### src/rtl/rv32_control.sv
// Shared rv32 control definitions: opcodes, NOP encoding, fetch FSM states and
// the fetch-to-decode stage record.
package rv32_control;

  localparam logic [6:0]  RV32_OPCODE_JAL    = 7'b1101111;
  localparam logic [6:0]  RV32_OPCODE_BRANCH = 7'b1100011;
  localparam logic [31:0] RV32_INSTR_NOP     = 32'h0000_0013;

  typedef enum logic {
    RV32_FETCH_STATE_FETCH = 1'b0,
    RV32_FETCH_STATE_DRAIN = 1'b1
  } fetch_state_t;

  typedef struct packed {
    logic        valid;
    logic [31:0] pc;
    logic [31:0] instr;
    logic        pred;
  } fetch_out_t;

  function automatic fetch_out_t fetch_bubble(input logic [31:0] pc);
    fetch_bubble = '{valid: 1'b0, pc: pc, instr: RV32_INSTR_NOP, pred: 1'b0};
  endfunction

endpackage

### src/rtl/rv32_branch_predictor.sv
// Static predictor, purely combinational: JAL taken, backward B-type taken.
// offset is the decoded J/B immediate; taken is forced low when prediction is disabled.
module rv32_branch_predictor
  import rv32_control::*;
#(
  parameter bit PREDICT_BRANCHES = 1'b1
) (
  input  logic [31:0] instr,
  output logic        taken,
  output logic [31:0] offset
);

  logic [31:0] j_imm;
  logic [31:0] b_imm;

  assign j_imm = {{12{instr[31]}}, instr[19:12], instr[20], instr[30:21], 1'b0};
  assign b_imm = {{20{instr[31]}}, instr[7], instr[30:25], instr[11:8], 1'b0};

  always_comb begin
    taken  = 1'b0;
    offset = 32'd0;
    case (instr[6:0])
      RV32_OPCODE_JAL: begin
        taken  = 1'b1;
        offset = j_imm;
      end
      RV32_OPCODE_BRANCH: begin
        taken  = b_imm[31];
        offset = b_imm;
      end
      default: ;
    endcase
    if (!PREDICT_BRANCHES) taken = 1'b0;
  end

endmodule

### src/rtl/rv32_fetch_unit.sv
// Fetch stage: owns the PC, drives the imem bus, registers pc/instr/prediction one cycle
// after an accepted request; a redirect against an unanswered request drains it first.
module rv32_fetch_unit
  import rv32_control::*;
#(
  parameter logic [31:0] RESET_VECTOR     = 32'h0000_0000,
  parameter bit          PREDICT_BRANCHES = 1'b1
) (
  input  logic        clk,
  input  logic        reset,
  input  logic        stall_in,
  input  logic        flush_in,
  input  logic        redirect_in,
  input  logic [31:0] redirect_pc_in,
  output logic [31:0] instr_address_out,
  output logic        instr_read_out,
  input  logic        instr_ready_in,
  input  logic [31:0] instr_read_value_in,
  output logic        valid_out,
  output logic [31:0] pc_out,
  output logic [31:0] instr_out,
  output logic        branch_predicted_taken_out
);

  fetch_state_t state_q, state_d;
  logic [31:0]  pc_q, pc_d;
  logic [31:0]  pending_q, pending_d;
  fetch_out_t   out_q, out_d;
  logic [31:0]  redirect_target;
  logic         pred_taken;
  logic [31:0]  pred_offset;

  rv32_branch_predictor #(
    .PREDICT_BRANCHES(PREDICT_BRANCHES)
  ) u_predictor (
    .instr (instr_read_value_in),
    .taken (pred_taken),
    .offset(pred_offset)
  );

  assign redirect_target   = redirect_pc_in & ~32'd3;
  assign instr_address_out = pc_q;
  assign instr_read_out    = (state_q == RV32_FETCH_STATE_FETCH) ? !stall_in : 1'b1;

  assign valid_out                  = out_q.valid;
  assign pc_out                     = out_q.pc;
  assign instr_out                  = out_q.instr;
  assign branch_predicted_taken_out = out_q.pred;

  always_ff @(posedge clk or posedge reset) begin
    if (reset) begin
      state_q   <= RV32_FETCH_STATE_FETCH;
      pc_q      <= RESET_VECTOR;
      pending_q <= 32'd0;
      out_q     <= fetch_bubble(32'd0);
    end else begin
      state_q   <= state_d;
      pc_q      <= pc_d;
      pending_q <= pending_d;
      out_q     <= out_d;
    end
  end

  always_comb begin
    state_d   = state_q;
    pc_d      = pc_q;
    pending_d = pending_q;
    out_d     = out_q;
    case (state_q)
      RV32_FETCH_STATE_FETCH: begin
        if (redirect_in) begin
          out_d = fetch_bubble(pc_q);
          // An unanswered request must keep its address until memory responds.
          if (instr_ready_in || !instr_read_out) begin
            pc_d = redirect_target;
          end else begin
            pending_d = redirect_target;
            state_d   = RV32_FETCH_STATE_DRAIN;
          end
        end else if (!stall_in) begin
          if (!flush_in && instr_ready_in) begin
            out_d = '{valid: 1'b1, pc: pc_q, instr: instr_read_value_in, pred: pred_taken};
            pc_d  = pred_taken ? pc_q + pred_offset : pc_q + 32'd4;
          end else begin
            out_d = fetch_bubble(pc_q);
          end
        end
      end
      RV32_FETCH_STATE_DRAIN: begin
        out_d = fetch_bubble(pc_q);
        if (redirect_in) pending_d = redirect_target;
        if (instr_ready_in) begin
          pc_d    = redirect_in ? redirect_target : pending_q;
          state_d = RV32_FETCH_STATE_FETCH;
        end
      end
      default: state_d = RV32_FETCH_STATE_FETCH;
    endcase
  end

endmodule
### config.mk
export PLATFORM = sky130hd
export DESIGN_NAME = rv32_fetch_unit
export DESIGN_NICKNAME = d
export VERILOG_FILES = /design/src/rtl/rv32_control.sv /design/src/rtl/rv32_branch_predictor.sv /design/src/rtl/rv32_fetch_unit.sv
export SDC_FILE = /design/constraint.sdc
export NUM_CORES = 1
export LEC_CHECK = 0
export BUFFER_PORTS_ARGS = -buffer_cell sky130_fd_sc_hd__buf_2
export CAP_MARGIN = 20
export CORE_MARGIN = 8
export CORE_UTILIZATION = 51
export CTS_CLUSTER_SIZE = 8
export DETAILED_ROUTE_END_ITERATION = 6
export PLACE_DENSITY_LB_ADDON = 0.08
export SYNTH_ARGS = -nofsm -noshare
export SYNTH_HDL_FRONTEND = slang
export SYNTH_SLANG_ARGS = --single-unit
### constraint.sdc
create_clock -name clk -period 4.1 [get_ports clk]
set_input_delay 0.615 -clock clk [delete_from_list [all_inputs] [get_ports clk]]
set_output_delay 0.615 -clock clk [all_outputs]
set_load 0.01 [all_outputs]
==> impl_metrics.env <==
export IMPL_drv_cap=0
export IMPL_drt_total_wl_um=24730
export IMPL_ios=169
export IMPL_vias=7372
export IMPL_hold_violations=0
export IMPL_synth_top_family_by_area="compound AO/OA/AOI/OAI gates"
export IMPL_clk_latency_ns=0.42
export IMPL_grt_pass1_wl_um=40130
export IMPL_dpl_hpwl_um=18050
export IMPL_cellLeakagePower_nw=4.737
export IMPL_drtIter0Drc=548
export IMPL_clkTransAtPathRegs_ns=0.06
export IMPL_dr_pass1_iters=5
export IMPL_grt_max_degree=101
export IMPL_synthFlopType="dfrtp_1"
export IMPL_postSynthNetCount=1035
export IMPL_gp_congestion=0.8770
export IMPL_cts_resized=0
export IMPL_yosys_warnings=0
export IMPL_syn_avg_cell_area_um2=8.911
export IMPL_hold_buffers=0
export IMPL_setup_tns_ns=0
export IMPL_rsz0062_at_grt="false"
export IMPL_tightest_slew_ns=0.8002
export IMPL_period_share_pct=86.02
export IMPL_period_needed_ns=3.527
export IMPL_synthAdderAreaFrac_pct=4.906
export IMPL_critPathKind="input pin to flop"
export IMPL_cts_tree="yes"
export IMPL_finClkSkew_ns=0.008387
export IMPL_syn_instance_count=933
export IMPL_rr_worst_depth=9
export IMPL_fin_util_pct=61.10
export IMPL_yosys_area_share_simple_pct=19.22
export IMPL_core_rowCount=46
export IMPL_drc=0
export IMPL_htree_levels=4
export IMPL_grt_usage_pct=24.89
export IMPL_drive_gt1_share_pct=25.82
export IMPL_root_buffer="clkbuf_16"
export IMPL_nNetsFinal=1163
export IMPL_ys_seq_area_share_pct=39.47
export IMPL_core_area_mm2=0.01589
export IMPL_synth_xor_area_share_pct=4.003
export IMPL_required_ns=4.44
export IMPL_slew_headroom_pct=46.65
export IMPL_start_util_pct=52.34
export IMPL_dieHeight_um=143.7
export IMPL_port_buffers=166
export IMPL_wl_per_cell_um=19.18
export IMPL_synth_edf_count=0
export IMPL_layout_area_overhead_vs_synth_pct=16.73
export IMPL_grt_overflow_total=0
export IMPL_numCtsBuffers=17
export IMPL_clkSinkCount=131
export IMPL_synthArstFlopShare_pct=100.0
export IMPL_clockBufferDepth=2
export IMPL_viasPerCell=5.719
export IMPL_slew_violations=0
export IMPL_grt_pass1_vias=7439
export IMPL_grt_antenna_before_repair=1
export IMPL_synthMuxAreaShare_pct=4.921
export IMPL_cp_max_fo=12
export IMPL_hp_class="input pin to async pin"
export IMPL_n_antenna_cell=0
export IMPL_fmax_mhz=283.6
export IMPL_die_area_mm2=0.02064
export IMPL_total_power_mw=4.284
export IMPL_status="finished, final reports clean"
export IMPL_start_kind="input pin"
export IMPL_finalSetupViolCount=0
export IMPL_synth_compound_area_share_pct=20.81
export IMPL_synth_cell_types=71
export IMPL_vdd_drop_max_mv=0.2856
export IMPL_ant_nets=0
export IMPL_worstSetupEndpointType="flop"
export IMPL_post_cts_repair_setup_buffers=0
export IMPL_syn_area_mm2=0.008314
export IMPL_die_width_um=143.7
export IMPL_powerDensity_mw_per_mm2=441.4
export IMPL_worstPathArrival_ns=3.87
export IMPL_synth_seq_cells=131
worst paths after layout:
path                                              start                     to  slack (ns)
max in group asynchronous                         reset              pc_out[2]        2.79
min in group clk                instr_read_value_in[28]          instr_out[28]        0.43
worst max register to register     instr_address_out[4]  instr_address_out[22]        1.22
worst max-delay path             instr_read_value_in[5]  instr_address_out[31]        0.57
worst min-delay path                              reset              pc_out[8]        0.31
worst min register to register               pc_out[29]             pc_out[29]        0.46
registers in the layout, summed over array words and instances (netlist names):
name,count
pending_q,32
instr_address_out,32
state_q,1
pc_out,32
branch_predicted_taken_out,1
valid_out,1
instr_out,32
routing by layer:
layer	track usage, %	up-vias	share of wire, %
met5	0	-	0.032
met4	7.803	2	1.9
met3	7.100	38	8.1
met2	36.70	274	43
met1	34.54	3510	47
li1	-	3548	-
cells in the mapped netlist, drive strengths merged (5+ instances only):
cell | number | share of area (%)
nand2 | 175 | 7.9
o21a | 6 | 0.54
dfrtp | 128 | 39
nand4 | 7 | 1.1
nor2 | 64 | 2.9
inv | 12 | 0.54
o21ai | 67 | 4.0
mux2 | 31 | 4.2
nor3 | 13 | 0.92
o211ai | 13 | 1.2
nor2b | 17 | 1.3
a21oi | 68 | 4.2
mux2i | 6 | 0.72
buf | 38 | 3.5
xnor2 | 20 | 2.1
a211oi | 8 | 0.72
clkbuf | 41 | 2.6
a31oi | 12 | 0.90
nand3 | 24 | 1.6
and2 | 10 | 0.80
xor2 | 18 | 1.9
ha | 31 | 4.7
and3 | 12 | 0.90
o31ai | 7 | 0.63
a221oi | 5 | 0.60
a22o | 33 | 3.5
a21o | 21 | 1.9
cell families after synthesis:
kind of cell | count (synthesis)
xor gates and xnor gates | 38
adders and majority gates | 32
DFF | 131
buffers and inverters | 91
muxes | 37
and+or+nand+nor | 338
AOI/OAI and AO/OA | 266
report_power, final:
group	switching (mW)	total (mW)	leakage (nW)	internal [mW]
registers	0.218	1.72	1.63	1.50
clock network	0.602	1.53	0.284	0.931
logic	0.598	1.04	2.83	0.438
total	1.42	4.28	4.74	2.87
cell usage in the layout (no fill, tap or decap), types with 5 or more instances in the layout:
master / Yosys / layout
buf_4: 33 / 19
a31oi_1: 12 / 12
ha_1: 31 / 31
mux2i_1: 6 / 6
mux2_2: 31 / 31
o21ai_0: 61 / 61
nand3_1: 23 / 23
nand2_1: 174 / 174
a21oi_1: 66 / 66
nor3_1: 12 / 12
clkbuf_16: 0 / 17
xor2_1: 18 / 18
xnor2_1: 20 / 20
a21o_1: 21 / 21
nor2_1: 62 / 61
a211oi_1: 8 / 8
o21ai_1: 6 / 5
nor2b_1: 16 / 16
and3_1: 12 / 12
and2_1: 8 / 7
dfrtp_1: 128 / 128
a22o_1: 33 / 33
buf_2: 1 / 166
o31ai_1: 7 / 7
o21a_1: 6 / 6
inv_1: 12 / 11
o211ai_1: 13 / 13
critical path, stage by stage:
cell      delay (ns)
buf_2           0.09
nor2b_2         0.17
nand4_4         0.16
nor2_2          0.31
nor2_1          0.21
nor2b_1         0.23
buf_12          0.17
ha_1            0.30
and3_1          0.20
a221oi_2        0.30
o21ai_1         0.12
a31oi_1         0.26
o21ai_1         0.18
or3_1           0.36
a31oi_1         0.17
per-stage QoR:
stage	hold slack, ns	area, um2	worst slack, ns	instances
finish	0.3072	9706	0.5733	1289
CTS	0.3198	9706	0.6091	1289
floorplan	0.4443	8318	0.4061	933
global route	0.3550	9706	0.2322	1289
detailed placement	0.4502	9120	0.1727	1258
global placement	0.4440	9120	0.2431	1258
cell type report:
| cell class | instances | area [um2] |
|---|---|---|
| clock buffer | 21 | 460.4 |
| fill | 1479 | 6180 |
| tap | 216 | 270.3 |
| timing repair buffer | 188 | 1033 |
| clock inverter | 10 | 125.1 |
| multi-input combinational | 711 | 4486 |
| inverter | 12 | 48.80 |
| sequential | 131 | 3282 |
Power figures use the tool's default switching activity.
